==> src/rtl/history_pkg.sv <==
// Shared constants and helpers for the guess-history buffer: default geometry,
// a constant-evaluable clog2, and the packed layout of one stored turn.
package history_pkg;

  localparam int DEF_PEGS    = 4;
  localparam int DEF_COLOR_W = 3;
  localparam int DEF_DEPTH   = 8;

  function automatic int clog2(input int n);
    int r;
    r = 0;
    while ((1 << r) < n) r++;
    return r;
  endfunction

  localparam int DEF_GUESS_W = DEF_PEGS * DEF_COLOR_W;
  localparam int DEF_FB_W    = clog2(DEF_PEGS + 1);
  localparam int DEF_ENTRY_W = DEF_GUESS_W + 2 * DEF_FB_W;

  // One turn as stored: guess in the MSBs, then black, then white.
  typedef struct packed {
    logic [DEF_GUESS_W-1:0] guess;
    logic [DEF_FB_W-1:0]    black;
    logic [DEF_FB_W-1:0]    white;
  } entry_t;

  function automatic entry_t pack_entry(input logic [DEF_GUESS_W-1:0] guess,
                                        input logic [DEF_FB_W-1:0]    black,
                                        input logic [DEF_FB_W-1:0]    white);
    entry_t e;
    e.guess = guess;
    e.black = black;
    e.white = white;
    return e;
  endfunction

  function automatic entry_t unpack_entry(input logic [DEF_ENTRY_W-1:0] bits);
    return entry_t'(bits);
  endfunction

endpackage

==> src/rtl/btn_edge.sv <==
// Rising-edge pulse from a debounced level button. The first cycle after reset
// release is masked so a button held through reset never fires.
module btn_edge (
  input  logic clk,
  input  logic rst_n,
  input  logic i_btn,
  output logic o_pulse
);

  logic r_prev;
  logic r_armed;

  always_ff @(posedge clk or negedge rst_n) begin
    if (!rst_n) begin
      r_prev  <= 1'b0;
      r_armed <= 1'b0;
    end else begin
      r_prev  <= i_btn;
      r_armed <= 1'b1;
    end
  end

  assign o_pulse = r_armed & i_btn & ~r_prev;

endmodule

==> src/rtl/history_buffer.sv <==
// Records confirmed guesses with their feedback and lets the player browse the
// stored turns in history mode; guess mode mirrors the live guess.
module history_buffer
  import history_pkg::*;
#(
  parameter int  PEGS    = DEF_PEGS,
  parameter int  COLOR_W = DEF_COLOR_W,
  parameter int  DEPTH   = DEF_DEPTH,
  parameter bit  WRAP    = 1'b0,
  localparam int IDX_W   = clog2(DEPTH),
  localparam int CNT_W   = clog2(DEPTH + 1),
  localparam int FB_W    = clog2(PEGS + 1),
  localparam int GUESS_W = PEGS * COLOR_W
) (
  input  logic               clk,
  input  logic               reset,
  input  logic               mode,
  input  logic               btn_up,
  input  logic               btn_down,
  input  logic               btn_select,
  input  logic [GUESS_W-1:0] guess,
  input  logic [FB_W-1:0]    fb_black,
  input  logic [FB_W-1:0]    fb_white,
  output logic [GUESS_W-1:0] selection,
  output logic [FB_W-1:0]    sel_black,
  output logic [FB_W-1:0]    sel_white,
  output logic [IDX_W-1:0]   selected_turn,
  output logic [CNT_W-1:0]   turn_count,
  output logic               view_valid,
  output logic               last_turn
);

  localparam int               ENTRY_W = GUESS_W + 2 * FB_W;
  localparam logic [CNT_W-1:0] DEPTH_C = CNT_W'(DEPTH);
  localparam logic [IDX_W-1:0] IDX_MAX = IDX_W'(DEPTH - 1);

  logic w_up;
  logic w_down;
  logic w_sel;

  btn_edge u_edge_up   (.clk(clk), .rst_n(reset), .i_btn(btn_up),     .o_pulse(w_up));
  btn_edge u_edge_down (.clk(clk), .rst_n(reset), .i_btn(btn_down),   .o_pulse(w_down));
  btn_edge u_edge_sel  (.clk(clk), .rst_n(reset), .i_btn(btn_select), .o_pulse(w_sel));

  logic [ENTRY_W-1:0] r_mem [DEPTH];
  logic [CNT_W-1:0]   r_cnt;
  logic [IDX_W-1:0]   r_idx;
  logic               r_mode_prev;
  logic [GUESS_W-1:0] r_sel;
  logic [FB_W-1:0]    r_blk;
  logic [FB_W-1:0]    r_wht;
  logic [IDX_W-1:0]   r_turn;
  logic               r_valid;

  logic               w_record;
  logic [CNT_W-1:0]   w_cnt_next;
  logic [IDX_W-1:0]   w_newest;
  logic [IDX_W-1:0]   w_idx_next;
  logic [ENTRY_W-1:0] w_rd;

  // Recording uses the live mode level, so a select arriving with mode=1 is dropped.
  assign w_record   = w_sel & ~mode & (r_cnt < DEPTH_C);
  assign w_cnt_next = w_record ? r_cnt + CNT_W'(1) : r_cnt;
  assign w_newest   = (r_cnt == '0) ? '0 : IDX_W'(r_cnt - CNT_W'(1));

  always_comb begin
    w_idx_next = r_idx;
    if (!mode) begin
      w_idx_next = '0;
    end else if (!r_mode_prev) begin
      w_idx_next = w_newest;
    end else if (w_up && !w_down) begin
      if (r_idx != '0)  w_idx_next = r_idx - IDX_W'(1);
      else if (WRAP)    w_idx_next = w_newest;
    end else if (w_down && !w_up) begin
      if (r_idx != w_newest) w_idx_next = r_idx + IDX_W'(1);
      else if (WRAP)         w_idx_next = '0;
    end
  end

  assign w_rd = r_mem[w_idx_next];

  always_ff @(posedge clk or negedge reset) begin
    if (!reset) begin
      for (int i = 0; i < DEPTH; i++) r_mem[i] <= '0;
      r_cnt       <= '0;
      r_idx       <= '0;
      r_mode_prev <= 1'b0;
      r_sel       <= '0;
      r_blk       <= '0;
      r_wht       <= '0;
      r_turn      <= '0;
      r_valid     <= 1'b0;
    end else begin
      if (w_record) r_mem[r_cnt[IDX_W-1:0]] <= {guess, fb_black, fb_white};
      r_cnt       <= w_cnt_next;
      r_idx       <= w_idx_next;
      r_mode_prev <= mode;
      if (!mode) begin
        r_sel   <= guess;
        r_blk   <= fb_black;
        r_wht   <= fb_white;
        r_turn  <= (w_cnt_next >= DEPTH_C) ? IDX_MAX : w_cnt_next[IDX_W-1:0];
        r_valid <= 1'b0;
      end else if (r_cnt == '0) begin
        r_sel   <= '0;
        r_blk   <= '0;
        r_wht   <= '0;
        r_turn  <= '0;
        r_valid <= 1'b0;
      end else begin
        r_sel   <= w_rd[ENTRY_W-1 -: GUESS_W];
        r_blk   <= w_rd[2*FB_W-1 -: FB_W];
        r_wht   <= w_rd[FB_W-1:0];
        r_turn  <= w_idx_next;
        r_valid <= 1'b1;
      end
    end
  end

  assign selection     = r_sel;
  assign sel_black     = r_blk;
  assign sel_white     = r_wht;
  assign selected_turn = r_turn;
  assign turn_count    = r_cnt;
  assign view_valid    = r_valid;
  assign last_turn     = (r_cnt == DEPTH_C);

endmodule

==> config.mk <==
export PLATFORM = sky130hd
export DESIGN_NAME = history_buffer
export DESIGN_NICKNAME = d
export VERILOG_FILES = /design/src/rtl/history_pkg.sv /design/src/rtl/btn_edge.sv /design/src/rtl/history_buffer.sv
export SDC_FILE = /design/constraint.sdc
export NUM_CORES = 1
export LEC_CHECK = 0
export ABC_CLOCK_PERIOD_IN_PS = 8200
export CAP_MARGIN = 5
export CORE_ASPECT_RATIO = 2
export CORE_MARGIN = 2
export CORE_UTILIZATION = 66
export CTS_BUF_LIST = sky130_fd_sc_hd__clkbuf_4
export DETAILED_ROUTE_END_ITERATION = 8
export PLACE_DENSITY_LB_ADDON = 0.3
export SYNTH_ARGS = -nofsm -noshare
export SYNTH_HDL_FRONTEND = slang
export SYNTH_HIERARCHICAL = 1
export SYNTH_SLANG_ARGS = --single-unit
==> constraint.sdc <==
create_clock -name clk -period 8.2 [get_ports clk]
set_input_delay 2.46 -clock clk [delete_from_list [all_inputs] [get_ports clk]]
set_output_delay 2.46 -clock clk [all_outputs]
set_load 0.05 [all_outputs]
==> summary.md, run 1 <==
| Metric | Value |
|---|---|
| Flip-flop and latch area | 4500 um2 |
| Post-DR wirelength/cell | 22.1 um |
| Slew headroom | 20.1% |
| I/O pin count | 51 |
| Final Skew | 24.4 ps |
| Max clock buf depth | 2 |
| CTS Sinks | 180 |
| Final std cells w/o fill | 831 |
| Max FO, Critical Path | 33 |
| Req. time, crit path | 8620 ps |
| Final hold vios | 0 |
| Global router's overall resource usage | 29.4% |
| Starting Density | 67.4% |
| Critical setup path kind | in2reg |
| Global-route wire length before repair | 28800 um |
| Post-cts sizing count | 0 |
| Cell area after synthesis | 8170 um2 |
| Ys Warns | 6 |
| Final nets | 700 |
| Power density over cell area | 344 nW/um2 |
| Worst setup SP type | input port |
| Via Count | 5449 |
| Met1 Use GR | 33.2% |
| Clk pin slew, worst setup/hold paths | 150 ps |
| RSZ-0062 raised after global routing | false |
| DRC | 0 |
| Die H | 161 um |
| Layout area overhead | 10.4% |
| Setup WS post-layout | 2480 ps |
| Iteration-0 DRC Markers | 430 |
| Setup violators final | 0 |
| Port-buffer cells | 50 |
| Largest net degree at the start of global routing | 93 |
| Maxcap violations | 0 |
| # Post-CTS Setup Buffers | 0 |
| Row count | 57 |
| Initial antenna violation count | 1 |
| Via density | 6.56 |
| Pleak | 4.18 nW |
| GR Layer Usage met2 | 51.0% |
| Final WL | 18400 um |
| Die width | 82.7 um |
| Root Driver | clkbuf_4 |
| Layout cells sized above 1 | 29.4% |
| Number of fill cells | 805 |
| Distinct cell type count after synthesis | 54 |
| Commonest cells after routing, fill and taps aside | 180 x dfrtp_1, 153 x mux2_2, 58 x nand2_1 |
| Tmin final | 5720 ps |
| Vias in the first global route | 5831 |
| Synthesized net count | 659 |
| H-tree levels | 4 |
| Tcrit/Tclk final | 69.7% |
| GR Util met3 | 4.86% |
| Power consumption | 3.10 mW |
| Post-synth top area cell | dfrtp_1 |
| Hold buffers post-CTS | 0 |
| Area contributors post-synth | dfrtp_1 55%, mux2_2 21%, nand2_1 2.7%, mux2i_1 2.6%, a22oi_1 1.6% |
| CP Data Arrival Time | 6130 ps |
| Pre-CTS setup slack | 2030 ps |
| Register bit count reported by yosys | 180 |
| Hold Crit Class | reg2reg |
| Busiest grt layer | met2 |
| DRT antenna net count | 0 |
| CTS Buf Count | 17 |
| Sequential area share after synthesis | 55.1% |
| Skew-Pair Late Insertion Delay | 570 ps |
| Top cell type's share of synthesized area | 55.1% |
| Slew @ Worst Pin | 1200 ps |
| CTS tree | built |
| Post-synthesis cell count | 629 |
| TritonRoute pass-1 iters | 5 |
| Final Max Slew Viols | 0 |
| VDD IR max | 0.207 mV |
| F_max | 175 MHz |
| Grt total ovfl | 0 |
| CP Capture Type | register |
| Multi-input logic area | 3460 um2 |
| Estimated wirelength of the detail-placed design | 12000 um |
| Final RePlAce weighted congestion | 0.841 |
| Commonest non-fill, non-tap cell in the layout | dfrtp_1 |
| Die Footprint | 13300 um2 |
| Dpl cells | 798 |
| Post-Route Setup TNS | 0 ps |
| Core ar. | 12100 um2 |
| Status | finished clean |
| Average cell area after synthesis | 13.0 um2 |
[per-layer routing]
| layer | vias up | wire (um) |
|---|---|---|
| met5 | - | 0 |
| met4 | 0 | 840 |
| met3 | 62 | 619 |
| met2 | 176 | 10100 |
| met1 | 2822 | 6770 |
| li1 | 2389 | - |
[registers in the layout (all words and copies together), names as in the netlist, 3 cells and up]
signal and cells:
selection 12, sel_white 3, r_mem 144, sel_black 3, selected_turn 3, r_idx 3, turn_count 4
[critical path: stages]
cell and delay [ps]:
clkdlybuf4s50_1 690, inv_1 670, nor2_1 180, a21oi_4 790, inv_4 440, mux2_2 400
a222oi_1 300, o221ai_1 180
[final timing paths]
| kind | startpoint | to | slack (ps) | cells past startpoint |
|---|---|---|---|---|
| min | r_mem[130] | r_mem[130] | 520 | 1 |
| min reg2reg | r_mem[130] | r_mem[130] | 520 | 1 |
| min in group asynchronous | reset | r_mem[24] | 1930 | 1 |
| max reg2reg | turn_count[0] | selection[9] | 3750 | 11 |
| max | mode | selection[9] | 2480 | 8 |
| max in group asynchronous | reset | selection[8] | 4640 | 2 |
[power by group]
group	switching, mW	internal (mW)
Combinational	0.645	0.526
Sequential	0.196	1.22
Clock	0.316	0.200
Total	1.16	1.95
[cells in the mapped netlist, drive strengths merged]
cell type  number
o21a            3
o221ai         11
nor3            3
and3b           4
or2             1
a211oi          2
o311ai          1
nand2          58
nand4           1
xnor2           3
or3b            1
conb            3
nand3           2
ha              6
a32o            1
a21o            2
a21oi          23
o22ai           9
a22oi          17
and2            4
o31a            4
o211a           1
nor2b           7
nand2b          6
inv            10
or3             4
nor3b           2
and3            4
o21ai          10
o211ai          2
mux2i          22
o2111ai         3
dfrtp         180
o2bb2ai         1
a2111o          7
buf            16
a222oi          7
nor2           13
clkbuf         15
a311oi          1
mux2          159
[layout make-up]
class | instances | area share [%]
antenna | 1 | 0.0277
clock inverter | 13 | 1.80
clock buffer | 19 | 1.58
timing repair buffer | 53 | 5.81
sequential | 180 | 49.9
tap | 147 | 2.04
inverter | 10 | 0.444
multi-input combinational | 408 | 38.4
[cell families after synthesis]
kind of cell    Yosys count  share of synthesized area [%]
xor+xnor                  3                          0.322
buf+inv                  41                           2.51
fa+ha+maj                 6                          0.918
other cells               3                          0.138
mux                     181                           24.8
simple gates            110                           6.54
flops                   180                           55.1
compound gates          105                           9.69
[through the flow]
step / utilization [%] / hold WS (ps) / cell area (um2)
floorplan: - / 472 / 8170
finish: 74.4 / 521 / 9020
global placement: 71.9 / 481 / 8720
detailed placement: 71.9 / 493 / 8720
global route: 74.4 / 536 / 9020
CTS: 74.4 / 523 / 9020
(Power assumes the default switching activity.)
==> inputs of run 2 (changes only) <==
--- a/config.mk
+++ b/config.mk
@@ -5,11 +5,11 @@
 export SDC_FILE = /design/constraint.sdc
 export NUM_CORES = 1
 export LEC_CHECK = 0
-export ABC_CLOCK_PERIOD_IN_PS = 8200
+export ABC_CLOCK_PERIOD_IN_PS = 5050
 export CAP_MARGIN = 5
 export CORE_ASPECT_RATIO = 2
 export CORE_MARGIN = 2
-export CORE_UTILIZATION = 66
+export CORE_UTILIZATION = 56
 export CTS_BUF_LIST = sky130_fd_sc_hd__clkbuf_4
 export DETAILED_ROUTE_END_ITERATION = 8
 export PLACE_DENSITY_LB_ADDON = 0.3
==> constraint.sdc (replaced) <==
create_clock -name clk -period 5.05 [get_ports clk]
set_input_delay 1.515 -clock clk [delete_from_list [all_inputs] [get_ports clk]]
set_output_delay 1.515 -clock clk [all_outputs]
set_load 0.05 [all_outputs]
==> summary.md, run 2 (same netlist as run 1, synthesis figures left out) <==
| Metric | Value |
|---|---|
| Final WL | 18500 um |
| Power density over cell area | 538 nW/um2 |
| Port-buffer cells | 50 |
| Commonest non-fill, non-tap cell in the layout | dfrtp_1 |
| Post-Route Setup TNS | 0 ps |
| # Post-CTS Setup Buffers | 0 |
| F_max | 248 MHz |
| Placed cell areas | 8900 um2 |
| Final Max Slew Viols | 0 |
| Root Driver | clkbuf_4 |
| Skew-Pair Late Insertion Delay | 580 ps |
| Setup WS post-layout | 1020 ps |
| Final Skew | 20.9 ps |
| Estimated wirelength of the detail-placed design | 11900 um |
| Post-cts sizing count | 0 |
| Status | finished clean |
| Final hold vios | 0 |
| Hold buffers post-CTS | 0 |
| Slew headroom | 44.3% |
| Post-DR wirelength/cell | 20.8 um |
| Final instance area | 9150 um2 |
| Final RePlAce weighted congestion | 0.813 |
| DRC | 0 |
| Layout cells sized above 1 | 30.2% |
| Largest reg by FF count | r_mem |
| I/O pin count | 51 |
| Clk pin slew, worst setup/hold paths | 130 ps |
| Final nets | 717 |
| CP Data Arrival Time | 2510 ps |
| VDD IR max | 0.245 mV |
| TritonRoute pass-1 iters | 8 |
| Hold Crit Class | reg2reg |
| Maxcap violations | 0 |
| Starting Density | 57.0% |
| CTS Buf Count | 17 |
| Die H | 175 um |
| Setup violators final | 0 |
| Layout area overhead | 11.9% |
| Via density | 6.07 |
| Commonest cells after routing, fill and taps aside | 180 x dfrtp_1, 153 x mux2_2, 58 x nand2_1 |
| Tcrit/Tclk final | 79.8% |
| Vias in the first global route | 5675 |
| CTS Sinks | 180 |
| Die width | 89.4 um |
| Max FO, Critical Path | 9 |
| Req. time, crit path | 3540 ps |
| Core ar. | 14400 um2 |
| Slew @ Worst Pin | 836 ps |
| Worst setup SP type | register |
| Core Util, Final | 63.7% |
| Pre-CTS setup slack | 473 ps |
| CTS tree | built |
| Row count | 62 |
| CP Capture Type | output port |
| RSZ-0062 raised after global routing | false |
| Initial antenna violation count | 1 |
| Tmin final | 4030 ps |
| DRT antenna net count | 0 |
| Pleak | 4.22 nW |
| Iteration-0 DRC Markers | 324 |
| Number of fill cells | 1118 |
| Via Count | 5396 |
| Critical setup path kind | reg2out |
| Max clock buf depth | 2 |
| Grt total ovfl | 0 |
| Global-route wire length before repair | 29400 um |
| Largest net degree at the start of global routing | 93 |
| H-tree levels | 4 |
| Global router's overall resource usage | 25.1% |
| Die Footprint | 15600 um2 |
| Max reg flops | 144 |
-- run 2: layout make-up --
class	instances	area (um2)	share of cell area, %
inverter	10	40.0	0.438
sequential	180	4500	49.2
tap	192	240	2.63
clock inverter	11	116	1.27
antenna	1	2.50	0.0274
timing repair buffer	70	652	7.13
multi-input combinational	408	3460	37.9
clock buffer	17	128	1.40
-- run 2: path summary, 6_finish.rpt --
path / cells past startpoint / end / slack, ps / from
setup / recovery: 4 / last_turn / 1020 / turn_count[0]
hold / removal: 1 / r_mem[137] / 520 / r_mem[137]
setup reg to reg: 10 / selection[2] / 1100 / turn_count[0]
hold reg to reg: 1 / r_mem[137] / 520 / r_mem[137]
max in group asynchronous: 2 / r_mem[6] / 3070 / reset
min in group asynchronous: 1 / r_mem[5] / 1000 / reset
-- run 2: worst max-delay path, stage by stage, from the launching register on --
cell	delay [ps]
dfrtp_1	520
inv_1	190
ha_1	270
and3b_1	180
clkdlybuf4s50_1	790
-- run 2: power breakdown --
part,switching (mW),internal [mW],total [mW]
registers,0.307,1.98,2.29
clock network,0.459,0.278,0.737
logic,1.03,0.871,1.90
-- run 2: metrics by stage --
stage / instances / power (mW) / hold slack (ps)
5_1_grt: 889 / 5.19 / 525
3_3_place_gp: 860 / 4.10 / 481
6_report: 889 / 4.92 / 519
4_1_cts: 888 / 4.95 / 520
3_5_place_dp: 860 / 4.22 / 490
2_1_floorplan: 629 / 3.64 / 472
-- run 2: metal layers --
metal / vias up / global-route usage [%] / routed length [um]
li1: 2413 / - / -
met1: 2797 / 29.0 / 7030
met2: 134 / 42.4 / 9990
met3: 52 / 4.72 / 658
met4: 0 / 13.8 / 818
met5: - / 0 / 0
==> inputs of run 3 (changes only) <==
--- a/config.mk
+++ b/config.mk
@@ -5,11 +5,11 @@
 export SDC_FILE = /design/constraint.sdc
 export NUM_CORES = 1
 export LEC_CHECK = 0
-export ABC_CLOCK_PERIOD_IN_PS = 5050
+export ABC_CLOCK_PERIOD_IN_PS = 3800
 export CAP_MARGIN = 5
 export CORE_ASPECT_RATIO = 2
 export CORE_MARGIN = 2
-export CORE_UTILIZATION = 56
+export CORE_UTILIZATION = 62
 export CTS_BUF_LIST = sky130_fd_sc_hd__clkbuf_4
 export DETAILED_ROUTE_END_ITERATION = 8
 export PLACE_DENSITY_LB_ADDON = 0.3
==> constraint.sdc (replaced) <==
create_clock -name clk -period 3.8 [get_ports clk]
set_input_delay 1.14 -clock clk [delete_from_list [all_inputs] [get_ports clk]]
set_output_delay 1.14 -clock clk [all_outputs]
set_load 0.05 [all_outputs]
==> summary.md, run 3 (same netlist as run 1, synthesis figures left out) <==
| Metric | Value |
|---|---|
| Tmin final | 3640 ps |
| Reg power frac | 45.6% |
| Pleak | 4.38 nW |
| Final RePlAce weighted congestion | 0.801 |
| Die Footprint | 14200 um2 |
| Max FO, Critical Path | 9 |
| Hold Crit Class | reg2reg |
| Sw Pwr | 2.52 mW |
| Status | finished clean |
| Grt total ovfl | 0 |
| Die width | 85.2 um |
| Starting Density | 63.3% |
| Maxcap violations | 0 |
| Largest net degree at the start of global routing | 68 |
| Slew @ Worst Pin | 655 ps |
| Post-cts sizing count | 0 |
| Estimated wirelength of the detail-placed design | 12600 um |
| CTS Buf Count | 17 |
| Row count | 59 |
| H-tree levels | 4 |
| Power consumption | 6.70 mW |
| Critical setup path kind | reg2out |
| Via density | 6.32 |
| Delay of the slowest critical-path stage | 790 ps |
| # Post-CTS Setup Buffers | 0 |
| DRT antenna net count | 0 |
| RSZ-0062 raised after global routing | false |
| F_max | 275 MHz |
| Number of fill cells | 868 |
| CP Capture Type | output port |
| Power density over cell area | 716 nW/um2 |
| Max reg flops | 144 |
| Via Count | 5509 |
| Final Max Slew Viols | 0 |
| Port-buffer cells | 50 |
| Clk pin slew, worst setup/hold paths | 140 ps |
| Final WL | 18700 um |
| Busiest grt layer | met2 |
| Flip-flop and latch area | 4500 um2 |
| GR Util met3 | 4.52% |
| Iteration-0 DRC Markers | 414 |
| Initial antenna violation count | 1 |
| Commonest non-fill, non-tap cell in the layout | dfrtp_1 |
| Clk pwr share | 15.0% |
| Multi-input logic area | 3460 um2 |
| GR Layer Usage met2 | 48.9% |
| Global-route wire length before repair | 30000 um |
| Req. time, crit path | 2660 ps |
| Internal | 4.18 mW |
| I/O pin count | 51 |
| DRC | 0 |
| Max clock buf depth | 2 |
| Slew headroom | 56.3% |
| Core ar. | 12900 um2 |
| CP Data Arrival Time | 2500 ps |
| Final hold vios | 0 |
| Die H | 166 um |
| VDD IR max | 0.518 mV |
| Hold buffers post-CTS | 0 |
| Tcrit/Tclk final | 95.7% |
| CP delay by family, top | buffers and inverters |
| Combinational share of power | 39.4% |
| TritonRoute pass-1 iters | 7 |
| Crit-path cells | inv_1, ha_1, and3b_1, clkdlybuf4s50_1 |
| Met1 Use GR | 30.9% |
| Worst Path Buf+Inv | 2 |
| Vias in the first global route | 5943 |
| Layout cells sized above 1 | 32.8% |
| CTS Sinks | 180 |
| Final Skew | 20.3 ps |
| Switching Share | 37.6% |
| Slowest CP cell | clkdlybuf4s50_1 |
| Final nets | 736 |
| Worst setup SP type | register |
| Post-DR wirelength/cell | 21.5 um |
| CTS tree | built |
| Commonest cells after routing, fill and taps aside | 180 x dfrtp_1, 153 x mux2_2, 58 x nand2_1 |
| Setup violators final | 0 |
| Global router's overall resource usage | 27.3% |
| Post-Route Setup TNS | 0 ps |
| Worst hold slack | 520 ps |
| Layout area overhead | 14.5% |
| Root Driver | clkbuf_4 |
| Skew-Pair Late Insertion Delay | 560 ps |
| Largest reg by FF count | r_mem |
-- run 3: layout make-up --
class / count / area share [%]
well taps: 152 / 2.03
clock inverters: 15 / 1.48
multi-input cells: 408 / 37.0
clock buffers: 17 / 1.36
diodes: 1 / 0.0267
inverters: 10 / 0.428
repair buffers: 89 / 9.55
flip-flops and latches: 180 / 48.1
-- run 3: through the flow --
stage                     setup WS, ps  area (um2)  util (%)  std cells
after detailed placement         -90.8        9090      70.4        839
after global placement            18.5        9090      70.4        839
after global routing              3.04        9360      72.5        872
after CTS                          150        9360      72.5        871
final                              163        9360      72.5        872
after floorplan                    204        8170         -        629
-- run 3: path summary, 6_finish.rpt --
check | startpoint | endpoint | slack, ps | depth (start not counted)
hold reg to reg | r_mem[105] | r_mem[105] | 520 | 1
setup / recovery | turn_count[0] | last_turn | 160 | 4
min in group asynchronous | reset | r_mem[5] | 530 | 1
setup reg to reg | turn_count[0] | sel_black[1] | 180 | 13
max in group asynchronous | reset | r_mem[78] | 2460 | 2
hold / removal | r_mem[105] | r_mem[105] | 520 | 1
-- run 3: metal layers --
layer | up-vias | wire (um)
li1 | 2459 | -
met1 | 2816 | 6920
met2 | 184 | 10400
met3 | 50 | 781
met4 | 0 | 617
met5 | - | 0
-- run 3: power by group through the flow --
stage	Sequential [mW]	Combinational [mW]	Clock, mW
final	3.06	2.64	1.00
after global routing	3.13	2.82	1.10
after CTS	3.04	2.65	1.03
after detailed placement	3.09	2.64	0
after global placement	3.02	2.55	0
after floorplan	3.33	1.51	0
